## src/rtl/barrel_pkg.sv

```systemverilog
// Shared constants and helpers for the pipelined left-rotate shifter.
// rotl gives the plain rotate-left reference at the default width.
package barrel_pkg;

   localparam int WIDTH_DEF = 8;
   localparam int AMT_W_DEF = 3;

   function automatic int clog2(input int v);
      int r;
      r = 0;
      for (int i = 0; i < 31; i++) begin
         if ((1 << r) < v) r = r + 1;
      end
      return r;
   endfunction

   function automatic logic [WIDTH_DEF-1:0] rotl(
      input logic [WIDTH_DEF-1:0] d,
      input int unsigned          n
   );
      logic [2*WIDTH_DEF-1:0] t;
      t = {d, d} << (n % WIDTH_DEF);
      return t[2*WIDTH_DEF-1:WIDTH_DEF];
   endfunction

endpackage

```

## src/rtl/barrel_rotl_stage.sv

```systemverilog
// One registered rotate stage: rotates by SHIFT when its amount bit
// is set, and carries valid, data and amount to the next stage.
module barrel_rotl_stage
   import barrel_pkg::*;
#(
   parameter int WIDTH = WIDTH_DEF,
   parameter int AMT_W = AMT_W_DEF,
   parameter int SHIFT = 1
) (
   input  logic             clk,
   input  logic             reset_n,
   input  logic             i_ready,
   input  logic             i_valid,
   input  logic [WIDTH-1:0] i_data,
   input  logic [AMT_W-1:0] i_amt,
   output logic             o_valid,
   output logic [WIDTH-1:0] o_data,
   output logic [AMT_W-1:0] o_amt
);

   localparam int BIT = clog2(SHIFT);

   logic             r_valid;
   logic [WIDTH-1:0] r_data;
   logic [AMT_W-1:0] r_amt;
   logic [WIDTH-1:0] w_rot;

   // Conditional rotate by this stage's fixed power of two
   always_comb begin
      w_rot = i_data;
      if (i_amt[BIT])
         w_rot = {i_data[WIDTH-1-SHIFT:0],
                  i_data[WIDTH-1:WIDTH-SHIFT]};
   end

   // Stage register; loads whenever the stage is ready
   always_ff @(posedge clk or negedge reset_n) begin
      if (!reset_n) begin
         r_valid <= 1'b0;
         r_data  <= '0;
         r_amt   <= '0;
      end else if (i_ready) begin
         r_valid <= i_valid;
         r_data  <= w_rot;
         r_amt   <= i_amt;
      end
   end

   assign o_valid = r_valid;
   assign o_data  = r_data;
   assign o_amt   = r_amt;

endmodule

```

## src/rtl/barrel_shifter_pipe_l.sv

```systemverilog
// Pipelined rotate-left barrel shifter, one stage per amount bit,
// with valid/ready flow control and collapsing bubbles.
module barrel_shifter_pipe_l
   import barrel_pkg::*;
#(
   parameter int WIDTH = WIDTH_DEF,
   parameter int AMT_W = AMT_W_DEF
) (
   input  logic             clk,
   input  logic             reset_n,
   input  logic             in_valid,
   output logic             in_ready,
   input  logic [WIDTH-1:0] a,
   input  logic [AMT_W-1:0] amt,
   output logic             out_valid,
   input  logic             out_ready,
   output logic [WIDTH-1:0] y
);

   logic [AMT_W:0]   w_v;
   logic [AMT_W-1:0] w_rdy;
   logic [WIDTH-1:0] w_d [0:AMT_W];
   logic [AMT_W-1:0] w_a [0:AMT_W];
   logic [AMT_W-1:0] w_amt_unused;

   assign w_v[0] = in_valid;
   assign w_d[0] = a;
   assign w_a[0] = amt;

   for (genvar k = 0; k < AMT_W; k++) begin : g_stage
      // Stage k is blocked only if it and every later stage hold
      // data while the consumer stalls; flattened to avoid a
      // ready chain through one vector.
      assign w_rdy[k] = out_ready | ~(&w_v[AMT_W:k+1]);

      barrel_rotl_stage #(
         .WIDTH (WIDTH),
         .AMT_W (AMT_W),
         .SHIFT (1 << k)
      ) u_stage (
         .clk     (clk),
         .reset_n (reset_n),
         .i_ready (w_rdy[k]),
         .i_valid (w_v[k]),
         .i_data  (w_d[k]),
         .i_amt   (w_a[k]),
         .o_valid (w_v[k+1]),
         .o_data  (w_d[k+1]),
         .o_amt   (w_a[k+1])
      );
   end

   assign w_amt_unused = w_a[AMT_W];

   assign in_ready  = w_rdy[0];
   assign out_valid = w_v[AMT_W];
   assign y         = w_d[AMT_W];

endmodule

```

## config.mk

```make
export PLATFORM = sky130hd
export DESIGN_NAME = barrel_shifter_pipe_l
export DESIGN_NICKNAME = d
export VERILOG_FILES = /design/src/rtl/barrel_pkg.sv /design/src/rtl/barrel_rotl_stage.sv /design/src/rtl/barrel_shifter_pipe_l.sv
export SDC_FILE = /design/constraint.sdc
export NUM_CORES = 1
export LEC_CHECK = 0
export ABC_AREA = 1
export CAP_MARGIN = 20
export CORE_UTILIZATION = 30
export DETAILED_ROUTE_END_ITERATION = 7
export PLACE_DENSITY = 0.58
export SLEW_MARGIN = 20
export SYNTH_ARGS = -nofsm -noshare
export SYNTH_HDL_FRONTEND = slang
export SYNTH_SLANG_ARGS = --single-unit
```

## constraint.sdc

```tcl
create_clock -name clk -period 2 [get_ports clk]
set_clock_uncertainty 0.15 [all_clocks]
set_input_delay 0.2 -clock clk [delete_from_list [all_inputs] [get_ports clk]]
set_output_delay 0.2 -clock clk [all_outputs]
set_load 0.03 [all_outputs]
```

* Word level (Yosys, flattened, before mapping)
Index checks and enable logic that the tools add are counted.
Storage, ports and cells: bits in registers 33, bits of input ports 15, logic and storage cells 19
Cells by class: muxes and demuxes 3, bitwise logic cells 6, reduce and logical (&&, ||, !) cells 2
Operators by type and width (number):
- $mux W8 | 3
- $not A1 Y1 | 3
- $or A1 B1 Y1 | 3
- $reduce_and A3 Y1 | 1
- $reduce_and A2 Y1 | 1

* Depth between registers and ports, before layout
word-level depth 3, depth in mapped cells 6, mapped depth without buffers 5

* Hierarchy
From an unflattened synthesis, not the netlist that was laid out.
Second synthesis, totals: cell total of the unflattened synthesis 232, area, all modules 1737.9 µm²
By module, submodules not included:
- barrel_rotl_stage | times used 3, cells each 76, area each 573.0 µm², seq. area each 300.3 µm²
- barrel_shifter_pipe_l | times used 1, cells each 4, area each 18.8 µm², seq. area each 0.0 µm²

* Worst setup path after synthesis
OpenSTA, ideal clock, no wires.
path kind register to register, start point register g_stage[2].u_stage.r_valid, end point register g_stage[0].u_stage.r_data[0], arrival time 1028 ps, data required time 1734 ps, slack 706 ps, stages on the path, launching flop included 5, path buffers 1, period minus slack after synthesis 1294 ps, path through dfrtp_1 -> nand4_2 -> buf_4 -> nand2_1 -> nand2_1
On the way: longest elaborated chain between the ends 3
Ends and longest elaborated chain:
- start: declaration | line barrel_rotl_stage.sv:23 | logic r_valid;
- start signal: assignment | line barrel_rotl_stage.sv:43 | r_valid <= i_valid;
- $reduce_and A3 Y1 | line barrel_shifter_pipe_l.sv:34 | assign w_rdy[k] = out_ready | ~(&w_v[AMT_W:k+1]);
- $not A1 Y1 | line barrel_shifter_pipe_l.sv:34
- $or A1 B1 Y1 | line barrel_shifter_pipe_l.sv:34
- net in_ready | line barrel_shifter_pipe_l.sv:12 | output logic in_ready,
- end signal: assignment | line barrel_rotl_stage.sv:44 | r_data <= w_rot;
- end: declaration | line barrel_rotl_stage.sv:24 | logic [WIDTH-1:0] r_data;
The timed path passes the listed nets, and every way through them passes these cells. A chain may end at the register's enable or synchronous reset.

* Worst setup path in the final report
start point register g_stage[2].u_stage.r_valid, end point output out_valid
RTL lines:
- end: declaration | line barrel_shifter_pipe_l.sv:15 | output logic out_valid,
No word-level cell between the ends.

==> metrics <==
clk_lat worst skew=0.28 ns; critical-path cell list=clkdlybuf4s50_1; commonest non-fill, non-tap cell in the layout=nand2_1; Routed Antenna Nets=0; # fillers=524; Gate Count Post-Synth=204; Fin. Hold Viols=0; crit path max fanout=5; layout cells sized above 1=0.07359; cts repair resizes=0; Clk pin slew, worst setup/hold paths=0.06 ns; wire length per cell=8.842 um; Initial DRT Pass Iterations=4; status=completed; Initial Util=0.3166; Synth area leader=dfrtp_1; area grow syn2layout=23.78%; worst endpoint required time=1.65 ns; Num CTS Buffers=5; RD Place Congestion=0.7461; largest cells by area after synthesis=dfrtp_1 50%, nand2_1 24%, inv_1 6.9%; clock buffer depth=2; synth warn=0; Final min period=1.774 ns; Max Clk Rate=563.8 MHz; register area=750.7 um^2; IO Count=25; Post-Syn Nets=219; chip width=73.07 um; leakage power=0.9965 nW; crit path kind=flop to primary output; Setup Buffers After CTS=0; largest net degree at the start of global routing=31; Buffers on Ports=24; CTS Root Buffer Type=clkbuf_8; clock sink count=30; Max VDD drop=248.9 uV; Worst Path Arrival=1.42 ns; worst hold slack=0.1565 ns; HP Class=primary input to async pin; GR Overflow Total=0; # setup viols final=0; power density cells=920.0 mW/mm^2; DIE HEIGHT=73.07 um; first-pass GRT wire length=4.740 mm; register area share after synthesis=0.4955; vias in the first global route=1115; Synth top area share=0.4955; CTS H-tree lvls=2; WP buf/inv=1; CP max-delay cell=clkdlybuf4s50_1; pins over their slew limit=0; GRT Util Overall=0.1165; Relative slew margins=0.7347; Worst path max stage delay=0.70 ns; # DRC=0; kind of end point of the critical path=primary output; initial drt markers=30; RSZ-0062 raised after global routing=false; hold_buf cts=0; kind of cell adding the most delay to the critical path=buffers and inverters; commonest cells after routing, fill and taps aside=97 x nand2_1, 30 x dfrtp_1, 28 x inv_1; MaxCap Viol Count=0; n_diodes=0; Detailed Place HPWL=1.963 mm; die area=0.005339 mm^2; vias per cell=4.027; setup TNS=0 ns; initial antenna violation count=0; area of the multi-input gates=588.1 um^2; CTS tree=done; fin crit share=0.8868; Avg Cell Area, Syn=7.427 um^2; Worst Setup Start Kind=flop; CORE AREA=0.004786 mm^2; Syn Std Cell Area=0.001515 mm^2; Worst-Margin Slew=0.3967 ns; Yosys cell types=16; Core Rows=25; DRT Wirelength=2.635 mm; Yosys reg bits=30; DR vias=1200; nets@finish=246
-- cell usage after synthesis --
| master | number |
|---|---|
| buf_2 | 3 |
| or2_2 | 1 |
| buf_6 | 4 |
| nand2_1 | 97 |
| inv_1 | 28 |
| o21ai_0 | 16 |
| nand2_2 | 1 |
| nand3_2 | 1 |
| dfrtp_1 | 30 |
| nor2_4 | 1 |
| nor2_2 | 1 |
| nand3_1 | 17 |
| or2_1 | 1 |
| buf_4 | 1 |
| nand4_2 | 1 |
| inv_2 | 1 |
-- registers in the layout (all words and copies together) (netlist names) --
name,count
g_stage.u_stage.o_data,24
g_stage.u_stage.o_amt,3
g_stage.u_stage.o_valid,3
-- layer usage --
layer / track usage / routed length (um) / share of wire
met4: 0.05229 / 32 / 0.012
met1: 0.1394 / 1291 / 0.49
met3: 0.04144 / 122 / 0.046
met2: 0.1872 / 1189 / 0.45
met5: 0 / 0 / 0
-- layout make-up --
cell class              instances  area share
multi-input cells             137      0.3135
repair buffers                 28      0.1428
inverters                      29     0.05804
flip-flops and latches         30      0.4003
well taps                      67     0.04470
clock buffers                   7     0.04069
-- report_power, final --
group          total (W)  internal (W)  switching, W
registers       0.000797      0.000720     0.0000771
logic           0.000490      0.000203      0.000287
clock network   0.000439      0.000239      0.000200
total            0.00173       0.00116      0.000565
-- cells by family (layout without fill, tap and decap cells) --
group,Yosys count,in the layout,share of synthesized area
AOI/OAI and AO/OA,16,16,0.05285
DFF,30,30,0.4955
and+or+nand+nor,121,121,0.3353
buffers and inverters,37,64,0.1164
-- final timing paths --
kind	slack, ns	startpoint	to	cells after the start
max in group asynchronous	1.27	reset_n	g_stage[0].u_stage.o_data[0]$_DFFE_PN0P_	2
hold reg to reg	0.32	g_stage[2].u_stage.o_data[3]$_DFFE_PN0P_	g_stage[2].u_stage.o_data[3]$_DFFE_PN0P_	2
hold / removal	0.16	reset_n	g_stage[2].u_stage.o_data[4]$_DFFE_PN0P_	2
setup reg to reg	0.63	g_stage[2].u_stage.o_valid$_DFFE_PN0P_	g_stage[1].u_stage.o_data[3]$_DFFE_PN0P_	5
min in group clk	0.30	in_valid	g_stage[0].u_stage.o_valid$_DFFE_PN0P_	3
setup / recovery	0.23	g_stage[2].u_stage.o_valid$_DFFE_PN0P_	out_valid	1
-- per-stage QoR --
stage / cell area, um^2 / total power, W / util / worst slack, ns / std cells
detailed placement: 1799 / 0.001305 / 0.3759 / 0.3287 / 291
finish: 1876 / 0.001725 / 0.3919 / 0.2264 / 298
CTS: 1876 / 0.001756 / 0.3919 / 0.2018 / 298
global placement: 1799 / 0.001296 / 0.3759 / 0.3600 / 291
global route: 1876 / 0.001850 / 0.3919 / 0.1725 / 298
floorplan: 1515 / 0.001129 / - / 0.7056 / 204
Note: power is estimated with default switching activity, not from simulation.
